**src/rtl/scl_seq_pkg.sv**
```systemverilog
// Shared types and default sizing for the SCL frame sequencer.
package scl_seq_pkg;

  typedef enum logic [2:0] {
    ST_IDLE,
    ST_START,
    ST_OD,
    ST_PP,
    ST_STOP
  } seq_state_e;

  localparam int DEF_CNT_W       = 6;
  localparam int DEF_CAS_CYCLES  = 2;
  localparam int DEF_STOP_CYCLES = 4;

endpackage

```
**src/rtl/scl_seq_delay.sv**
```systemverilog
// Loadable down-counter with a zero flag; one instance times both START and STOP.
module scl_seq_delay
  import scl_seq_pkg::*;
#(
  parameter int W = 3
) (
  input  logic         clk,
  input  logic         rst,
  input  logic         load,
  input  logic [W-1:0] load_val,
  output logic         zero
);

  logic [W-1:0] cnt_q, cnt_d;

  always_comb begin
    cnt_d = cnt_q;
    if (load)              cnt_d = load_val;
    else if (cnt_q != '0)  cnt_d = cnt_q - W'(1);
  end

  always_ff @(posedge clk or posedge rst) begin
    if (rst) cnt_q <= '0;
    else     cnt_q <= cnt_d;
  end

  assign zero = (cnt_q == '0);

endmodule

```
**src/rtl/scl_frame_sequencer.sv**
```systemverilog
// Sequences the SCL generator through START, OD cycles, PP cycles and STOP.
// Optional abort input and behaviour enabled by defining SCL_SEQ_ABORT_EN.
module scl_frame_sequencer
  import scl_seq_pkg::*;
#(
  parameter int CAS_CYCLES  = DEF_CAS_CYCLES,
  parameter int STOP_CYCLES = DEF_STOP_CYCLES,
  parameter int CNT_W       = DEF_CNT_W
) (
  input  logic             i_sdr_ctrl_clk,
  input  logic             i_sdr_ctrl_rst,
  input  logic             i_seq_req,
  input  logic [CNT_W-1:0] i_seq_od_bits,
  input  logic [CNT_W-1:0] i_seq_pp_bits,
  input  logic             i_seq_hold,
  input  logic             i_scl_pos_edge,
  input  logic             i_scl_neg_edge,
`ifdef SCL_SEQ_ABORT_EN
  input  logic             i_seq_abort,
`endif
  output logic             o_seq_ack,
  output logic             o_seq_busy,
  output logic             o_seq_done,
  output logic [CNT_W-1:0] o_seq_bit_cnt,
  output logic             o_scl_gen_pp_od,
  output logic             o_scl_gen_stall,
  output logic             o_sdr_ctrl_scl_idle,
  output logic             o_timer_cas
);

  localparam int DLY_MAX = (CAS_CYCLES > STOP_CYCLES) ? CAS_CYCLES : STOP_CYCLES;
  localparam int DLY_W   = $clog2(DLY_MAX + 1);
  localparam logic [DLY_W-1:0] CAS_VAL  = DLY_W'(CAS_CYCLES);
  localparam logic [DLY_W-1:0] STOP_VAL = DLY_W'(STOP_CYCLES);

  seq_state_e       state_q, state_d;
  logic [CNT_W-1:0] od_q, od_d, pp_q, pp_d, bit_cnt_q, bit_cnt_d, phase_bits;
  logic ack_q, ack_d, busy_q, busy_d, done_q, done_d, cas_q, cas_d;
  logic pp_od_q, pp_od_d, stall_q, stall_d, idle_q, idle_d;
  logic dly_load, dly_zero, goto_stop;
  logic [DLY_W-1:0] dly_val;

`ifdef SCL_SEQ_ABORT_EN
  logic abort_q, abort_d, armed_q, armed_d;
`else
  logic unused_neg_edge;
  assign unused_neg_edge = i_scl_neg_edge;
`endif

  scl_seq_delay #(.W(DLY_W)) u_delay (
    .clk      (i_sdr_ctrl_clk),
    .rst      (i_sdr_ctrl_rst),
    .load     (dly_load),
    .load_val (dly_val),
    .zero     (dly_zero)
  );

  always_comb begin
    state_d    = state_q;
    od_d       = od_q;
    pp_d       = pp_q;
    bit_cnt_d  = bit_cnt_q;
    ack_d      = 1'b0;
    done_d     = 1'b0;
    cas_d      = 1'b0;
    busy_d     = busy_q;
    pp_od_d    = pp_od_q;
    idle_d     = idle_q;
    dly_load   = 1'b0;
    dly_val    = CAS_VAL;
    goto_stop  = 1'b0;
    phase_bits = '0;
`ifdef SCL_SEQ_ABORT_EN
    abort_d = abort_q;
    armed_d = armed_q;
`endif
    case (state_q)
      ST_IDLE: begin
        if (i_seq_req && (i_seq_od_bits != '0 || i_seq_pp_bits != '0)) begin
          od_d     = i_seq_od_bits;
          pp_d     = i_seq_pp_bits;
          ack_d    = 1'b1;
          busy_d   = 1'b1;
          state_d  = ST_START;
          dly_load = 1'b1;
        end
      end
      ST_START: begin
`ifdef SCL_SEQ_ABORT_EN
        // Aborting before any SCL activity needs no neg edge: first pos edge ends it.
        if (i_seq_abort) begin
          abort_d = 1'b1;
          armed_d = 1'b1;
        end
`endif
        if (dly_zero) begin
          cas_d  = 1'b1;
          idle_d = 1'b0;
          if (od_q != '0) state_d = ST_OD;
          else begin
            state_d = ST_PP;
            pp_od_d = 1'b1;
          end
        end
      end
      ST_OD, ST_PP: begin
        phase_bits = (state_q == ST_OD) ? od_q : pp_q;
        if (i_scl_pos_edge) begin
          if (bit_cnt_q == phase_bits - CNT_W'(1)) begin
            bit_cnt_d = '0;
            if (state_q == ST_OD && pp_q != '0) begin
              state_d = ST_PP;
              pp_od_d = 1'b1;
            end else goto_stop = 1'b1;
          end else bit_cnt_d = bit_cnt_q + CNT_W'(1);
        end
`ifdef SCL_SEQ_ABORT_EN
        if (i_seq_abort) abort_d = 1'b1;
        if (abort_q && i_scl_neg_edge) armed_d = 1'b1;
        if (armed_q && i_scl_pos_edge) begin
          bit_cnt_d = '0;
          pp_od_d   = pp_od_q;
          goto_stop = 1'b1;
        end
`endif
        if (goto_stop) begin
          state_d  = ST_STOP;
          idle_d   = 1'b1;
          dly_load = 1'b1;
          dly_val  = STOP_VAL;
        end
      end
      ST_STOP: begin
        if (dly_zero) begin
          done_d  = 1'b1;
          busy_d  = 1'b0;
          pp_od_d = 1'b0;
          state_d = ST_IDLE;
        end
      end
      default: state_d = ST_IDLE;
    endcase
`ifdef SCL_SEQ_ABORT_EN
    if (state_q == ST_IDLE || state_q == ST_STOP) begin
      abort_d = 1'b0;
      armed_d = 1'b0;
    end
`endif
    // Keyed on the next state so stall never leaks into STOP.
    stall_d = i_seq_hold && (state_d == ST_OD || state_d == ST_PP);
  end

  always_ff @(posedge i_sdr_ctrl_clk or posedge i_sdr_ctrl_rst) begin
    if (i_sdr_ctrl_rst) begin
      state_q   <= ST_IDLE;
      od_q      <= '0;
      pp_q      <= '0;
      bit_cnt_q <= '0;
      ack_q     <= 1'b0;
      busy_q    <= 1'b0;
      done_q    <= 1'b0;
      cas_q     <= 1'b0;
      pp_od_q   <= 1'b0;
      stall_q   <= 1'b0;
      idle_q    <= 1'b1;
`ifdef SCL_SEQ_ABORT_EN
      abort_q   <= 1'b0;
      armed_q   <= 1'b0;
`endif
    end else begin
      state_q   <= state_d;
      od_q      <= od_d;
      pp_q      <= pp_d;
      bit_cnt_q <= bit_cnt_d;
      ack_q     <= ack_d;
      busy_q    <= busy_d;
      done_q    <= done_d;
      cas_q     <= cas_d;
      pp_od_q   <= pp_od_d;
      stall_q   <= stall_d;
      idle_q    <= idle_d;
`ifdef SCL_SEQ_ABORT_EN
      abort_q   <= abort_d;
      armed_q   <= armed_d;
`endif
    end
  end

  assign o_seq_ack           = ack_q;
  assign o_seq_busy          = busy_q;
  assign o_seq_done          = done_q;
  assign o_seq_bit_cnt       = bit_cnt_q;
  assign o_scl_gen_pp_od     = pp_od_q;
  assign o_scl_gen_stall     = stall_q;
  assign o_sdr_ctrl_scl_idle = idle_q;
  assign o_timer_cas         = cas_q;

endmodule

```
**config.mk**
```make
export PLATFORM = sky130hd
export DESIGN_NAME = scl_frame_sequencer
export DESIGN_NICKNAME = d
export VERILOG_FILES = /design/src/rtl/scl_seq_pkg.sv /design/src/rtl/scl_seq_delay.sv /design/src/rtl/scl_frame_sequencer.sv
export SDC_FILE = /design/constraint.sdc
export NUM_CORES = 1
export LEC_CHECK = 0
export ABC_AREA = 1
export ABC_CLOCK_PERIOD_IN_PS = 2100
export BUFFER_PORTS_ARGS = -buffer_cell sky130_fd_sc_hd__buf_4
export CORE_MARGIN = 2
export CORE_UTILIZATION = 40
export CTS_CLUSTER_DIAMETER = 120
export CTS_CLUSTER_SIZE = 8
export DETAILED_ROUTE_END_ITERATION = 8
export PLACE_DENSITY_LB_ADDON = 0.1
export SKIP_CTS_REPAIR_TIMING = 1
export SYNTH_ARGS = -nofsm -noshare
export SYNTH_HDL_FRONTEND = slang
export SYNTH_SLANG_ARGS = --single-unit
```
**constraint.sdc**
```tcl
create_clock -name i_sdr_ctrl_clk -period 2.1 [get_ports i_sdr_ctrl_clk]
set_input_delay 0.42 -clock i_sdr_ctrl_clk [delete_from_list [all_inputs] [get_ports i_sdr_ctrl_clk]]
set_output_delay 0.42 -clock i_sdr_ctrl_clk [all_outputs]
set_load 0.01 [all_outputs]
```
==> impl_results.md, run 1 <==
- Row cnt: 24
- Initial drt markers: 82
- #FFs+latches synth: 31
- Final GP Congestion: 0.810
- Unrepaired setup endpoints after global routing: true
- Diodes inserted: 0
- Status: complete, no violations
- Power per cell area: 1520 mW/mm^2
- Max-Cap Viols: 0
- Reg clk slew, reported paths: 0.07 ns
- Pin count of the biggest net entering global routing: 32
- Leakage Power: 1.22 nW
- Die Y: 70.5 um
- Final slew viol count: 0
- Highest Clock Rate: 478 MHz
- Vias in the first global route: 1,490
- First-pass GRT wire length: 6.75 mm
- Met3 Routed Length: 157 um
- Synth Area in Compound Gates: 0.0644
- Seq pwr share: 0.295
- Clock power frac: 0.148
- Clk_skew: 0.00307 ns
- CTS H-Tree Depth: 2
- Hpwl dp: 3.00 mm
- Worst Path Arrival: 2.26 ns
- DR WL met2: 1.80 mm
- Post-layout util: 0.544
- Endpoint class of the critical path: register
- Synth Instances: 243
- Post-Syn Nets: 264
- Initial antenna violation count: 0
- Worst slew pin tran: 0.391 ns
- Routed vias: 1,645
- Final number of hold-violating endpoints: 0
- Met1 WL: 1.91 mm
- Most common cell after layout, fill and taps aside: nand2_1
- Final wirelength: 3.94 mm
- Global route overflow: 0
- Vias/cell: 4.78
- Final Cycle Share: 0.996
- Comb power frac: 0.557
- Buffers on Ports: 29
- I/O pins: 31
- Total track usage: 0.176
- Crit-path max FO: 10
- Minimum clock period: 2.09 ns
- Simple-gate share of the synthesized area: 0.380
- Total CTS buffers: 5
- Most frequent cells in the layout: nand2_1, buf_4, inv_1, dfrtp_1, nor2_1
- Net Sw Frac: 0.450
- Netlist area before placement: 0.00177 mm^2
- Worst min-delay path category: in -> async
- Peak supply drop: 0.579 mV
- CTS tree: built
- WP data required: 2.27 ns
- Placed instance count: 332
- NetSw: 1.60 mW
- DRT antenna net count: 0
- Crit Path Class: reg -> reg
- Syn avg cell area: 7.27 um^2
- Clock Tree Buf Depth: 2
- Synthesized-area fraction occupied by adder cells: 0.0212
- Top Layer Used: met4
- Setup violations, final: 0
- Multiplexer area fraction after synthesis: 0
- Nets: 312
- Cell Count, Final, Fillers Out: 344
- Int Power: 1.95 mW
- Slew headroom: 0.740
- Sink Count: 31
- Synth Warn #: 0
- Post-route cell area: 0.00234 mm^2
- Clock root cell: clkbuf_8
- Yosys cell types: 27
- DIE WIDTH: 70.5 um
- WL per Instance: 11.5 um
- Setup crit start kind: register
- DRC viols: 0
- Area grow syn2layout: 32.2%
- Filler instances: 410
- Synth Area in XOR/XNOR: 0.0198
- Starting Density: 0.411
- Pre-Repair DR Iteration Count: 4
- Die area: 0.00496 mm^2
- DP Area: 0.00212 mm^2
- Sequential share of the synthesized area: 0.440
- Fraction of layout cells with a size suffix above 1: 0.281
- Clock Latency Late Sink: 0.29 ns
- CORE AREA: 0.00429 mm^2
- Largest family of logic cells by synthesized area: simple AND/OR/NAND/NOR gates
[cells by family (layout without fill, tap and decap cells)]
| logic type | Yosys count | after routing |
|---|---|---|
| simple gates | 148 | 148 |
| buf+inv | 35 | 84 |
| flops | 31 | 31 |
| compound gates | 22 | 22 |
| xor+xnor | 4 | 4 |
| fa+ha+maj | 3 | 3 |
[layout make-up]
cell class	instances	area, um^2	area share
Multi-Input combinational cell	177	938	0.402
Sequential cell	31	778	0.333
Timing Repair Buffer	43	327	0.140
Inverter	33	124	0.0530
Clock buffer	7	96.3	0.0412
Tap cell	52	65.1	0.0279
Clock inverter	1	7.51	0.00321
[path summary, 6_finish.rpt]
kind                                           from             endpoint  slack [ns]  cells after the start
worst max-delay path                     state_q[2]     u_delay.cnt_q[1]       0.009                     14
worst min-delay path                 i_sdr_ctrl_rst     u_delay.cnt_q[0]        0.20                      3
worst max register to register           state_q[2]     u_delay.cnt_q[1]       0.009                     14
worst min register to register  o_sdr_ctrl_scl_idle  o_sdr_ctrl_scl_idle        0.46                      2
max in group asynchronous            i_sdr_ctrl_rst  o_sdr_ctrl_scl_idle        1.57                      3
min in group i_sdr_ctrl_clk              i_seq_hold      o_scl_gen_stall        0.32                      3
[metal layers]
layer	global-route usage	up-vias
met3	0.0447	7
li1	-	865
met2	0.270	27
met5	0	-
met1	0.238	746
met4	0.0641	0
[Yosys cell counts (all sizes together)]
cell type	count	area share
clkbuf	2	0.0043
a211oi	1	0.0043
nand4	4	0.014
ha	3	0.021
and3	1	0.0035
nor4	4	0.014
nor3	5	0.021
nand3b	1	0.0043
nor2	32	0.078
o21ai	18	0.051
inv	33	0.070
dfstp	1	0.015
nand2	80	0.18
xor2	4	0.020
a31oi	1	0.0035
nand3	20	0.064
a21oi	2	0.0057
or2	1	0.0035
dfrtp	30	0.42
[state kept, by name, summed over array words and instances, names as in the netlist]
signal               cells
pp_q                     6
o_seq_done               1
o_seq_busy               1
o_scl_gen_stall          1
od_q                     6
o_timer_cas              1
state_q                  3
o_scl_gen_pp_od          1
o_seq_bit_cnt            6
u_delay.cnt_q            3
o_seq_ack                1
o_sdr_ctrl_scl_idle      1
[power by group through the flow]
stage | Combinational, mW | Sequential, mW | Clock, mW
after floorplan | 1.19 | 1.05 | 0
after global placement | 1.66 | 1.05 | 0
after detailed placement | 1.68 | 1.06 | 0
after CTS | 1.69 | 1.05 | 0.545
after global routing | 2.26 | 1.08 | 0.572
final | 1.98 | 1.05 | 0.527
[stage by stage]
step / total power, mW / hold slack (ns) / TNS, ns / setup WS (ns)
after floorplan: 2.24 / 0.468 / 0 / 0.187
after global placement: 2.71 / 0.455 / 0 / 0.0253
after detailed placement: 2.74 / 0.459 / 0 / 0.00577
after CTS: 3.28 / 0.220 / -0.00629 / -0.00559
after global routing: 3.92 / 0.267 / -1.38 / -0.179
final: 3.55 / 0.205 / 0 / 0.00862
[worst max-delay path, stage by stage (launching register included)]
cell and delay (ns):
dfrtp_1 0.39, inv_2 0.13, nand3_4 0.14, nand2_1 0.09, nand2_1 0.08, nor2_2 0.18, nand3_1 0.14, nand3_1 0.11
nand2_1 0.06, nor2_2 0.14, nand2_4 0.10, nor3_4 0.19, nand2_2 0.12, inv_2 0.07, nor2_1 0.04
No activity file was read; power rests on OpenSTA's default activity.
==> inputs of run 2 (changes only) <==
--- a/config.mk
+++ b/config.mk
@@ -8,6 +8,7 @@
 export ABC_AREA = 1
 export ABC_CLOCK_PERIOD_IN_PS = 2100
 export BUFFER_PORTS_ARGS = -buffer_cell sky130_fd_sc_hd__buf_4
+export CORE_ASPECT_RATIO = 0.75
 export CORE_MARGIN = 2
 export CORE_UTILIZATION = 40
 export CTS_CLUSTER_DIAMETER = 120
==> impl_results.md, run 2 (synthesis results as in run 1) <==
- WP data required: 2.27 ns
- Power per cell area: 1540 mW/mm^2
- Area grow syn2layout: 33.6%
- Worst path depth: 16
- Worst setup path start: state_q[2]
- Crit-path leading delay family: simple AND/OR/NAND/NOR gates
- Status: complete, no violations
- Cell Count, Final, Fillers Out: 347
- Initial antenna violation count: 0
- CP bufs+invs: 2
- Initial drt markers: 80
- Worst Path Arrival: 2.22 ns
- Setup crit start kind: register
- Worst slew pin tran: 0.407 ns
- WL per Instance: 12.1 um
- Setup violations, final: 0
- Total CTS buffers: 5
- Global route overflow: 0
- Slowest CP cell: dfrtp_1
- I/O pins: 31
- Most common cell after layout, fill and taps aside: nand2_1
- Highest Clock Rate: 486 MHz
- Clock Latency Late Sink: 0.28 ns
- Peak supply drop: 0.606 mV
- Placed instance count: 334
- Buffers on Ports: 29
- Final GP Congestion: 0.777
- Sink Count: 31
- Starting Density: 0.425
- Most used cell along the critical path: nand2_2
- Fraction of layout cells with a size suffix above 1: 0.312
- CTS tree: built
- Clock root cell: clkbuf_8
- DRC viols: 0
- Cells along the critical path: inv_4 > nand2_4 > nor2_4 > nand2_2 > nand2_4 > nand2_2 > nand2_2 > nand2_2 > nand2_2 > nand3_2 > nor2_4 > nand2_4 > nor3_4 > nand2_2 > inv_2 > nor2_2
- R2R Path End: u_delay.cnt_q[1]
- Pre-Repair DR Iteration Count: 4
- Row cnt: 20
- Final wirelength: 4.20 mm
- Clock Tree Buf Depth: 2
- Die Y: 61.6 um
- Worst R2R Path Depth: 16
- Final slew viol count: 0
- Endpoint class of the critical path: register
- Reg clk slew, reported paths: 0.06 ns
- Final number of hold-violating endpoints: 0
- Final Cycle Share: 0.981
- Nets: 312
- Most frequent cells in the layout: nand2_1, buf_4, inv_1, dfrtp_1, nor2_1
- Filler instances: 417
- Clk_skew: 0.00200 ns
- Pin count of the biggest net entering global routing: 32
- Leakage Power: 1.23 nW
- R2r startpoint: state_q[2]
- Worst setup path end: u_delay.cnt_q[1]
- Routed vias: 1,674
- Vias in the first global route: 1,498
- Reg2reg setup slack: 0.04 ns
- Die area: 0.00497 mm^2
- CORE AREA: 0.00415 mm^2
- Crit Path Class: reg -> reg
- Tot Pwr: 3.64 mW
- Hpwl dp: 3.07 mm
- Max-Cap Viols: 0
- Unrepaired setup endpoints after global routing: true
- First-pass GRT wire length: 6.80 mm
- Worst min-delay path category: in -> async
- Minimum clock period: 2.06 ns
- Vias/cell: 4.82
- Slew headroom: 0.729
- Diodes inserted: 0
- Crit-path max FO: 6
- Total track usage: 0.186
- DRT antenna net count: 0
- CTS H-Tree Depth: 2
- DIE WIDTH: 80.7 um
- Max incr delay on CP: 0.41 ns
[run 2: worst min path at each step]
stage                              from                  end  depth (start not counted)
finish                   i_sdr_ctrl_rst            o_seq_ack                          3
CTS                      i_sdr_ctrl_rst            o_seq_ack                          3
floorplan           o_sdr_ctrl_scl_idle  o_sdr_ctrl_scl_idle                          2
detailed placement  o_sdr_ctrl_scl_idle  o_sdr_ctrl_scl_idle                          2
global placement    o_sdr_ctrl_scl_idle  o_sdr_ctrl_scl_idle                          2
global route             i_sdr_ctrl_rst              pp_q[0]                          3
[run 2: cell type report]
cell class              instances  area [um^2]  area share
well taps                      55         68.8      0.0292
repair buffers                 42          315       0.134
multi-input cells             178          990       0.419
clock inverters                 1         5.00     0.00212
flip-flops and latches         31          778       0.330
inverters                      33          126      0.0536
clock buffers                   7         76.3      0.0323
[run 2: worst reg2reg max path, stage by stage, from the launching register on]
cell,delay (ns)
dfrtp_1,0.41
inv_4,0.12
nand2_4,0.07
nor2_4,0.19
nand2_2,0.09
nand2_4,0.10
nand2_2,0.06
nand2_2,0.07
nand2_2,0.05
nand2_2,0.05
nand3_2,0.09
nor2_4,0.13
nand2_4,0.09
nor3_4,0.19
nand2_2,0.11
inv_2,0.08
nor2_2,0.03
[run 2: metrics by stage]
stage / setup WS (ns) / hold slack, ns / instance area, um^2 / setup TNS (ns) / utilization
finish: 0.0405 / 0.217 / 2360 / 0 / 0.568
global route: -0.127 / 0.281 / 2360 / -0.854 / 0.568
CTS: -0.00144 / 0.227 / 2190 / -0.00144 / 0.528
detailed placement: 0.0144 / 0.454 / 2110 / 0 / 0.509
global placement: 0.0286 / 0.452 / 2110 / 0 / 0.509
floorplan: 0.187 / 0.468 / 1770 / 0 / -
[run 2: per-layer routing]
layer | vias to the layer above | share of wire | track usage
met5 | - | 0 | 0
met4 | 0 | 0.010 | 0.0654
met3 | 5 | 0.043 | 0.0455
met2 | 34 | 0.42 | 0.285
met1 | 767 | 0.52 | 0.262
li1 | 868 | - | -
[run 2: where the power goes]
part	total [mW]	leakage (nW)	switching, mW	internal (mW)
logic	2.13	0.818	1.28	0.854
clock network	0.455	0.0422	0.222	0.232
registers	1.05	0.370	0.211	0.843
